$ cat config.mk
export PLATFORM = sky130hd
export DESIGN_NAME = mem_arbiter
export DESIGN_NICKNAME = d
export VERILOG_FILES = /design/src/rtl/cpu_types_pkg.sv /design/src/rtl/mem_arbiter.sv
export SDC_FILE = /design/constraint.sdc
export NUM_CORES = 1
export LEC_CHECK = 0
export ABC_AREA = 0
export CORE_AREA = 2 2 103 105
export DETAILED_ROUTE_END_ITERATION = 10
export DIE_AREA = 0 0 105 107
export PLACE_DENSITY_LB_ADDON = 0.1
export SYNTH_ARGS = -nofsm -noshare
export SYNTH_HDL_FRONTEND = slang
export SYNTH_SLANG_ARGS = --single-unit
$ cat constraint.sdc
create_clock -name CLK -period 5.2 [get_ports CLK]
set_input_delay 1.3 -clock CLK [delete_from_list [all_inputs] [get_ports CLK]]
set_output_delay 1.3 -clock CLK [all_outputs]
set_load 0.03 [all_outputs]
$ cat src/rtl/cpu_types_pkg.sv
// rtl/cpu_types_pkg.sv - shared CPU/memory types
// Contents: word_t    32-bit data/address word
//           ramstate_t RAM handshake state (FREE, BUSY, ACCESS, ERROR)
package cpu_types_pkg;

    typedef logic [31:0] word_t;

    typedef enum logic [1:0] {
        FREE   = 2'd0,
        BUSY   = 2'd1,
        ACCESS = 2'd2,
        ERROR  = 2'd3
    } ramstate_t;

endpackage

$ cat src/rtl/mem_arbiter.sv
// rtl/mem_arbiter.sv - icache/dcache arbiter onto a single-port RAM
// Ports: CLK, nRST            clock (rising edge), async active-low reset
//        iREN, iaddr          icache read request / word address
//        iwait, iload         icache stall (0 on completion) / read data
//        dREN, dWEN           dcache read / write request
//        daddr, dstore        dcache word address / write data
//        dwait, dload         dcache stall (0 on completion) / read data
//        ramREN, ramWEN       RAM read / write strobe
//        ramaddr, ramstore    RAM address / write data
//        ramload, ramstate    RAM read data / handshake state
module mem_arbiter
    import cpu_types_pkg::*;
#(
    parameter int STARVE_MAX = 4
) (
    input  logic      CLK,
    input  logic      nRST,
    input  logic      iREN,
    input  word_t     iaddr,
    output logic      iwait,
    output word_t     iload,
    input  logic      dREN,
    input  logic      dWEN,
    input  word_t     daddr,
    input  word_t     dstore,
    output logic      dwait,
    output word_t     dload,
    output logic      ramREN,
    output logic      ramWEN,
    output word_t     ramaddr,
    output word_t     ramstore,
    input  word_t     ramload,
    input  ramstate_t ramstate
);

    typedef enum logic [1:0] {
        IDLE  = 2'd0,
        DSERV = 2'd1,
        ISERV = 2'd2
    } arb_state_t;

    localparam int CW = (STARVE_MAX < 1) ? 1 : $clog2(STARVE_MAX + 1);
    localparam logic [CW-1:0] STARVE_LIM = CW'(STARVE_MAX);

    arb_state_t    state, state_nxt;
    logic [CW-1:0] starve_cnt, starve_nxt;
    logic          d_req;
    logic          starved;

    assign d_req   = dREN | dWEN;
    assign starved = (starve_cnt == STARVE_LIM) && iREN;

    always_ff @(posedge CLK or negedge nRST) begin
        if (!nRST) begin
            state      <= IDLE;
            starve_cnt <= '0;
        end else begin
            state      <= state_nxt;
            starve_cnt <= starve_nxt;
        end
    end

    // Outputs are purely combinational from state and inputs; since the
    // state register resets asynchronously to IDLE, every output sits at
    // its reset value for as long as nRST is low.
    always_comb begin
        state_nxt  = state;
        starve_nxt = starve_cnt;
        ramREN     = 1'b0;
        ramWEN     = 1'b0;
        ramaddr    = '0;
        ramstore   = '0;
        iwait      = 1'b1;
        dwait      = 1'b1;
        iload      = '0;
        dload      = '0;

        case (state)
            IDLE: begin
                if (d_req && !starved) begin
                    state_nxt = DSERV;
                    if (iREN && (starve_cnt != STARVE_LIM))
                        starve_nxt = starve_cnt + CW'(1);
                end else if (iREN) begin
                    state_nxt  = ISERV;
                    starve_nxt = '0;
                end
                if (!iREN)
                    starve_nxt = '0;
            end

            DSERV: begin
                // A withdrawn request drops the strobes at once and never acks.
                if (!d_req) begin
                    state_nxt = IDLE;
                end else begin
                    ramaddr  = daddr;
                    ramstore = dstore;
                    ramWEN   = dWEN;
                    ramREN   = dREN & ~dWEN;
                    if (ramstate == ACCESS) begin
                        dwait     = 1'b0;
                        dload     = ramload;
                        state_nxt = IDLE;
                    end
                end
            end

            ISERV: begin
                if (!iREN) begin
                    state_nxt = IDLE;
                end else begin
                    ramaddr = iaddr;
                    ramREN  = 1'b1;
                    if (ramstate == ACCESS) begin
                        iwait     = 1'b0;
                        iload     = ramload;
                        state_nxt = IDLE;
                    end
                end
            end

            default: state_nxt = IDLE;
        endcase
    end

endmodule

==> flow_metrics.env, run 1 <==
export IMPL_clock_sinks=5
export IMPL_cts_tree="yes"
export IMPL_syn_nets=373
export IMPL_p_leak_nw=1.73
export IMPL_num_vias=2574
export IMPL_drt_wl_total_mm=8.94
export IMPL_r2r_end="state[1]"
export IMPL_drv_cap=0
export IMPL_skew_ps=0.865
export IMPL_yosysWarningCount=0
export IMPL_peakVddDrop_mv=0.121
export IMPL_final_common_cell="clkdlybuf4s50_1"
export IMPL_grt_antenna_before_repair=0
export IMPL_arrival_ps=3240
export IMPL_fin_crit_ps=4540
export IMPL_most_common_layout_cells="clkdlybuf4s50_1 (202), and2_1 (99), buf_4 (67), a22oi_1 (32), nor2b_1 (32)"
export IMPL_internal_power_uw=607
export IMPL_power_frac_clock=0.058
export IMPL_worstMarginPinSlew_ps=837
export IMPL_clock_fmax_mhz=220
export IMPL_multi_input_area_um2=1320
export IMPL_grt_pass1_wl_mm=13.5
export IMPL_rsz0062_at_grt="false"
export IMPL_yosysTopAreaCellShare=0.391
export IMPL_port_buffers=266
export IMPL_cp_max_fo=40
export IMPL_clk_pin_slew_ps=30
export IMPL_syn_area_per_cell_um2=6.85
export IMPL_grt_overflow=0
export IMPL_wl_per_cell_um=14.4
export IMPL_cts_buffers=3
export IMPL_netlist_instances=231
export IMPL_viasPerCell=4.14
export IMPL_root_buffer="clkbuf_8"
export IMPL_hold_buffers=0
export IMPL_cp_end_kind="output pin"
export IMPL_die_area_um2=11200
export IMPL_clk_latency_ps=220
export IMPL_ys_types=26
export IMPL_p_sw_frac=0.501
export IMPL_r2r_slack_ps=3670
export IMPL_grt_busiest_layer="met2"
export IMPL_firstDrtPassIters=4
export IMPL_r2r_cells=6
export IMPL_htreeDepth=1
export IMPL_drtIter0Drc=130
export IMPL_holdPathEnd="starve_cnt[0]"
export IMPL_setup_worst_path_class="primary input to output pin"
export IMPL_timing_final_crit_share=0.874
export IMPL_drive_above_1_share=0.154
export IMPL_yosys_top_cells_area="and2_1 (39%), a22oi_1 (15%), nor2b_1 (13%)"
export IMPL_antenna_cells=0
export IMPL_startpoint_type="primary input"
export IMPL_p_seq_frac=0.053
export IMPL_hold_viol_final=0
export IMPL_route_detailed_drc=0
export IMPL_worstReg2RegStart="state[1]"
export IMPL_core_area_um2=10100
export IMPL_cts_resized_gates=0
export IMPL_finalSetupViolations=0
export IMPL_relSlewSlack=0.442
export IMPL_die_w_um=105
export IMPL_grt_pass1_vias=2489
export IMPL_ant_nets=0
export IMPL_initial_utilization=0.157
export IMPL_syn_to_final_growth_pct=169
export IMPL_worstHoldPathCells=2
export IMPL_grt_max_degree=41
export IMPL_ff_latch_area_um2=125
export IMPL_clock_path_buffers=2
export IMPL_tns_ps=0
export IMPL_maxSlewViolCount=0
export IMPL_rows=37
export IMPL_post_cts_buffers=0
export IMPL_synth_largest_area_cell="and2_1"
export IMPL_routabilityCongestion=0.785
export IMPL_hpwl_mm=7.39
export IMPL_met1_usage=0.172
export IMPL_netlist_area_um2=1580
export IMPL_grtUsageMet2=0.263
export IMPL_grtUsageTotal=0.146
export IMPL_status="completed"
export IMPL_io_pins=267
export IMPL_hp_class="flip-flop to flip-flop"
export IMPL_synth_seq_area_share=0.0791
export IMPL_cellPowerDensity_nw_per_um2=285
export IMPL_p_switching_uw=609
export IMPL_critPathRequiredTime_ps=3900
export IMPL_grtUsageMet3=0.0456
export IMPL_fill_cells=1037
export IMPL_worstHoldStart="starve_cnt[0]"
export IMPL_totalPowerFinal_mw=1.22
export IMPL_nNetsFinal=629
export IMPL_die_h_um=107
export IMPL_combinationalPowerShare=0.889
export IMPL_synth_seq_cells=5
[Yosys cell counts]
master,n
a21boi_0,1
buf_2,9
clkbuf_2,3
buf_6,2
clkbuf_1,6
dfrtp_1,5
nand2b_1,2
o21a_1,1
a31oi_1,1
nor3b_1,1
nand3_1,3
or2_2,1
nand3b_1,1
nor2_1,2
nand2_1,5
a22oi_1,32
nand4b_1,1
o22ai_1,2
nor3b_2,1
ha_1,7
inv_1,8
o2111ai_1,3
o21ai_0,2
and2_1,99
nor2b_1,32
nor4b_1,1
[cell type report]
class,count,share of cell area
Clock buffer,4,0.0106
Multi-Input combinational cell,198,0.311
Tap cell,136,0.0400
Timing Repair Buffer,271,0.602
Inverter,8,0.00705
Sequential cell,5,0.0294
[state kept, by name, summed over array words and instances (netlist names)]
name,count
starve_cnt,3
state,2
[metal layers]
layer | vias up | share of wire
met5 | - | 0
met4 | 0 | 0.0095
met3 | 9 | 0.11
met2 | 167 | 0.49
met1 | 1122 | 0.39
li1 | 1276 | -
[logic make-up after synthesis]
| kind of cell | Yosys count | synth area share |
|---|---|---|
| compound gates | 42 | 0.196 |
| buf+inv | 28 | 0.0854 |
| simple gates | 149 | 0.584 |
| fa+ha+maj | 7 | 0.0553 |
| flops | 5 | 0.0791 |
[per-stage QoR]
stage               hold slack [ps]  cells  instance area, um^2  worst slack (ps)   util
global placement                513    618                 4210               670  0.418
detailed placement              530    618                 4210               652  0.418
floorplan                       484    231                 1580              1660      -
CTS                             540    622                 4260               647  0.422
global route                    590    622                 4260               520  0.422
finish                          538    622                 4260               656  0.422
[power by group through the flow]
stage	Sequential, mW	Clock, mW	Combinational [mW]
2_1_floorplan	0.0623	0	0.646
3_3_place_gp	0.0650	0	1.09
3_5_place_dp	0.0654	0	1.10
4_1_cts	0.0650	0.0722	1.10
5_1_grt	0.0675	0.0753	1.15
6_report	0.0648	0.0702	1.08
[critical path, stage by stage]
cell and delay (ps):
clkdlybuf4s50_1 570, o21a_2 200, buf_12 200, a22oi_1 110, nor2b_1 150, clkdlybuf4s50_1 690
[how the worst max path moves through the flow]
stage          start           to  slack, ps  cells past startpoint
2_1_floorplan   iREN  ramaddr[18]       1660                      5
3_3_place_gp    dREN   ramaddr[5]        670                      6
3_5_place_dp    iREN  ramaddr[27]        650                      6
4_1_cts         dREN  ramaddr[27]        650                      6
5_1_grt         dREN  ramaddr[16]        520                      6
6_report        dREN  ramaddr[16]        660                      6
Note: power is estimated with default switching activity, not from simulation.
==> run 2, diff against run 1 <==
--- a/config.mk
+++ b/config.mk
@@ -10,6 +10,7 @@
 export DETAILED_ROUTE_END_ITERATION = 10
 export DIE_AREA = 0 0 105 107
 export PLACE_DENSITY_LB_ADDON = 0.1
+export SETUP_SLACK_MARGIN = 0.4
 export SYNTH_ARGS = -nofsm -noshare
 export SYNTH_HDL_FRONTEND = slang
 export SYNTH_SLANG_ARGS = --single-unit
==> results of run 2 <==
No change in the layout: final DEF, timing and power equal those of run 1.
==> run 3, diff against run 2 <==
--- a/config.mk
+++ b/config.mk
@@ -6,6 +6,7 @@
 export NUM_CORES = 1
 export LEC_CHECK = 0
 export ABC_AREA = 0
+export CAP_MARGIN = 25
 export CORE_AREA = 2 2 103 105
 export DETAILED_ROUTE_END_ITERATION = 10
 export DIE_AREA = 0 0 105 107
==> results of run 3 <==
No change in the layout: final DEF, timing and power equal those of run 1.
==> variant (settings of run 3) <==
Re-encode `arb_state_t` (3 states) as one-hot, 3 bits wide.
--- a/src/rtl/mem_arbiter.sv
+++ b/src/rtl/mem_arbiter.sv
@@ -33,10 +33,10 @@
     input  ramstate_t ramstate
 );
 
-    typedef enum logic [1:0] {
-        IDLE  = 2'd0,
-        DSERV = 2'd1,
-        ISERV = 2'd2
+    typedef enum logic [2:0] {
+        IDLE  = 3'b001,
+        DSERV = 3'b010,
+        ISERV = 3'b100
     } arb_state_t;
 
     localparam int CW = (STARVE_MAX < 1) ? 1 : $clog2(STARVE_MAX + 1);
Formal check against the unedited RTL: same outputs for any inputs over 10 cycles, from zero or initial values and one cycle with nRST low; not proved beyond that.
==> variant against run 3 <==
  * Core utilization up 0.98 points
  * Combinational power down 30%
  * Synthesized area down 7.7%
  * Setup slack worse by 180 ps
  * Synthesized cell count down 12%
  * Sequential share of layout area up 0.54 points
  * Cell area up 2.3%
  * Sequential cell count up 1
  * Total power down 25%
  * Non-clock buffer count up 2
  * Routed wire length up 14%
  * Sequential power up 38%
  * Largest cell class unchanged
==> variant: results (changes against run 3) <==
status complete, no violations; synth top area cells and2_1 (28%), a22o_1 (19%), and3_1 (14%); WP data arrival 3420 ps (+180 ps); final WL 10200 um (+14%); RePlAce Congestion 0.814 (+3.8%); Final nets 599 (-4.8%); first-pass GRT wire length 14700 um (+9.2%); fill count 1093 (+5.4%); R2R cell count 3 (-3); Hold Path Sink starve_cnt[2]; worst-path fanout max 64 (+60%); Top Registers starve_cnt x3, state x3; post-DP HPWL 8200 um (+11%); largest net degree at the start of global routing 65 (+59%); worst reg2reg startpoint state[0]; gr usage total 0.165 (+0.0189); slew margin rel. 0.643 (+0.201); Switch Pwr 440 uW (-28%); maximum vdd drop 0.000187 V (+55%); FF-to-FF End state[2]; post-synth cell types 34 (+31%); top post-synthesis cells by count and2_1 (65), and3_1 (33), a22o_1 (32); min-delay src starve_cnt[2]; sequential fraction of the synthesis area 0.104 (+0.0246); vias in the first global route 2595 (+4.3%)
==> variant: changes by cell type after synthesis, moves of 5 or more <==
cell / before / now
and3_1: 0 / 33
ha_1: 7 / 2
nor2b_1: 32 / 1
buf_2: 9 / 2
a22oi_1: 32 / 0
nor3_1: 0 / 5
a22o_1: 0 / 32
and2_1: 99 / 65
==> variant: worst max path at each step <==
| stage | start | to | slack, ps |
|---|---|---|---|
| 2_1_floorplan | iREN | ramaddr[0] | 1550 |
| 3_3_place_gp | dWEN | dload[19] | 180 |
| 3_5_place_dp | dWEN | dload[19] | 140 |
| 4_1_cts | ramstate[0] | dload[27] | 250 |
| 5_1_grt | dWEN | ramaddr[9] | 400 |
| 6_report | dWEN | ramaddr[13] | 480 |
==> variant: cells by family after synthesis <==
family                     Yosys count  synth area share
DFF                                  6             0.104
AOI/OAI and AO/OA                   42             0.232
buffers and inverters               25            0.0917
and+or+nand+nor                    127             0.548
adders and majority gates            2            0.0171
muxes                                1           0.00686
==> variant: worst register-to-register path, cell delays in order (launching register included) <==
cell and delay (ps):
dfstp_2 580, nor3b_1 480, o21ai_0 180, a2bb2oi_1 220
==> variant: power by group through the flow <==
stage	logic, mW	clock network, mW	registers, mW
after detailed placement	0.735	0	0.0886
after global placement	0.737	0	0.0885
after global routing	0.794	0.0821	0.0924
after floorplan	0.413	0	0.0818
after CTS	0.752	0.0772	0.0886
final	0.752	0.0754	0.0892
==> variant: layout make-up <==
class / instances / share of cell area
clock buffer: 4 / 0.0103
inverter: 5 / 0.00431
multi-input combinational: 173 / 0.274
sequential: 6 / 0.0347
tap: 136 / 0.0390
timing repair buffer: 273 / 0.637
==> variant: metal layers <==
metal	wire, um	global-route usage	vias to the layer above
met3	681	0.0444	4
met4	48	0.0124	0
met5	0	0	-
met2	5680	0.325	96
li1	-	-	1238
met1	3810	0.183	1172
==> variant: repair_timing <==
item                       CTS  global route
gates resized for setup      3            11
cloned                       1             0
setup endpoints to repair   97            92
buffers inserted             1             1
pin swaps                    1             0
==> variant: metrics by stage <==
stage	setup WS [ps]	hold WS, ps	instance area, um^2	instances	power (mW)
2_1_floorplan	1550	465	1460	203	0.495
3_3_place_gp	180	500	4220	590	0.826
3_5_place_dp	138	498	4220	590	0.824
4_1_cts	246	508	4300	596	0.918
5_1_grt	398	527	4360	597	0.968
6_report	479	510	4360	597	0.916
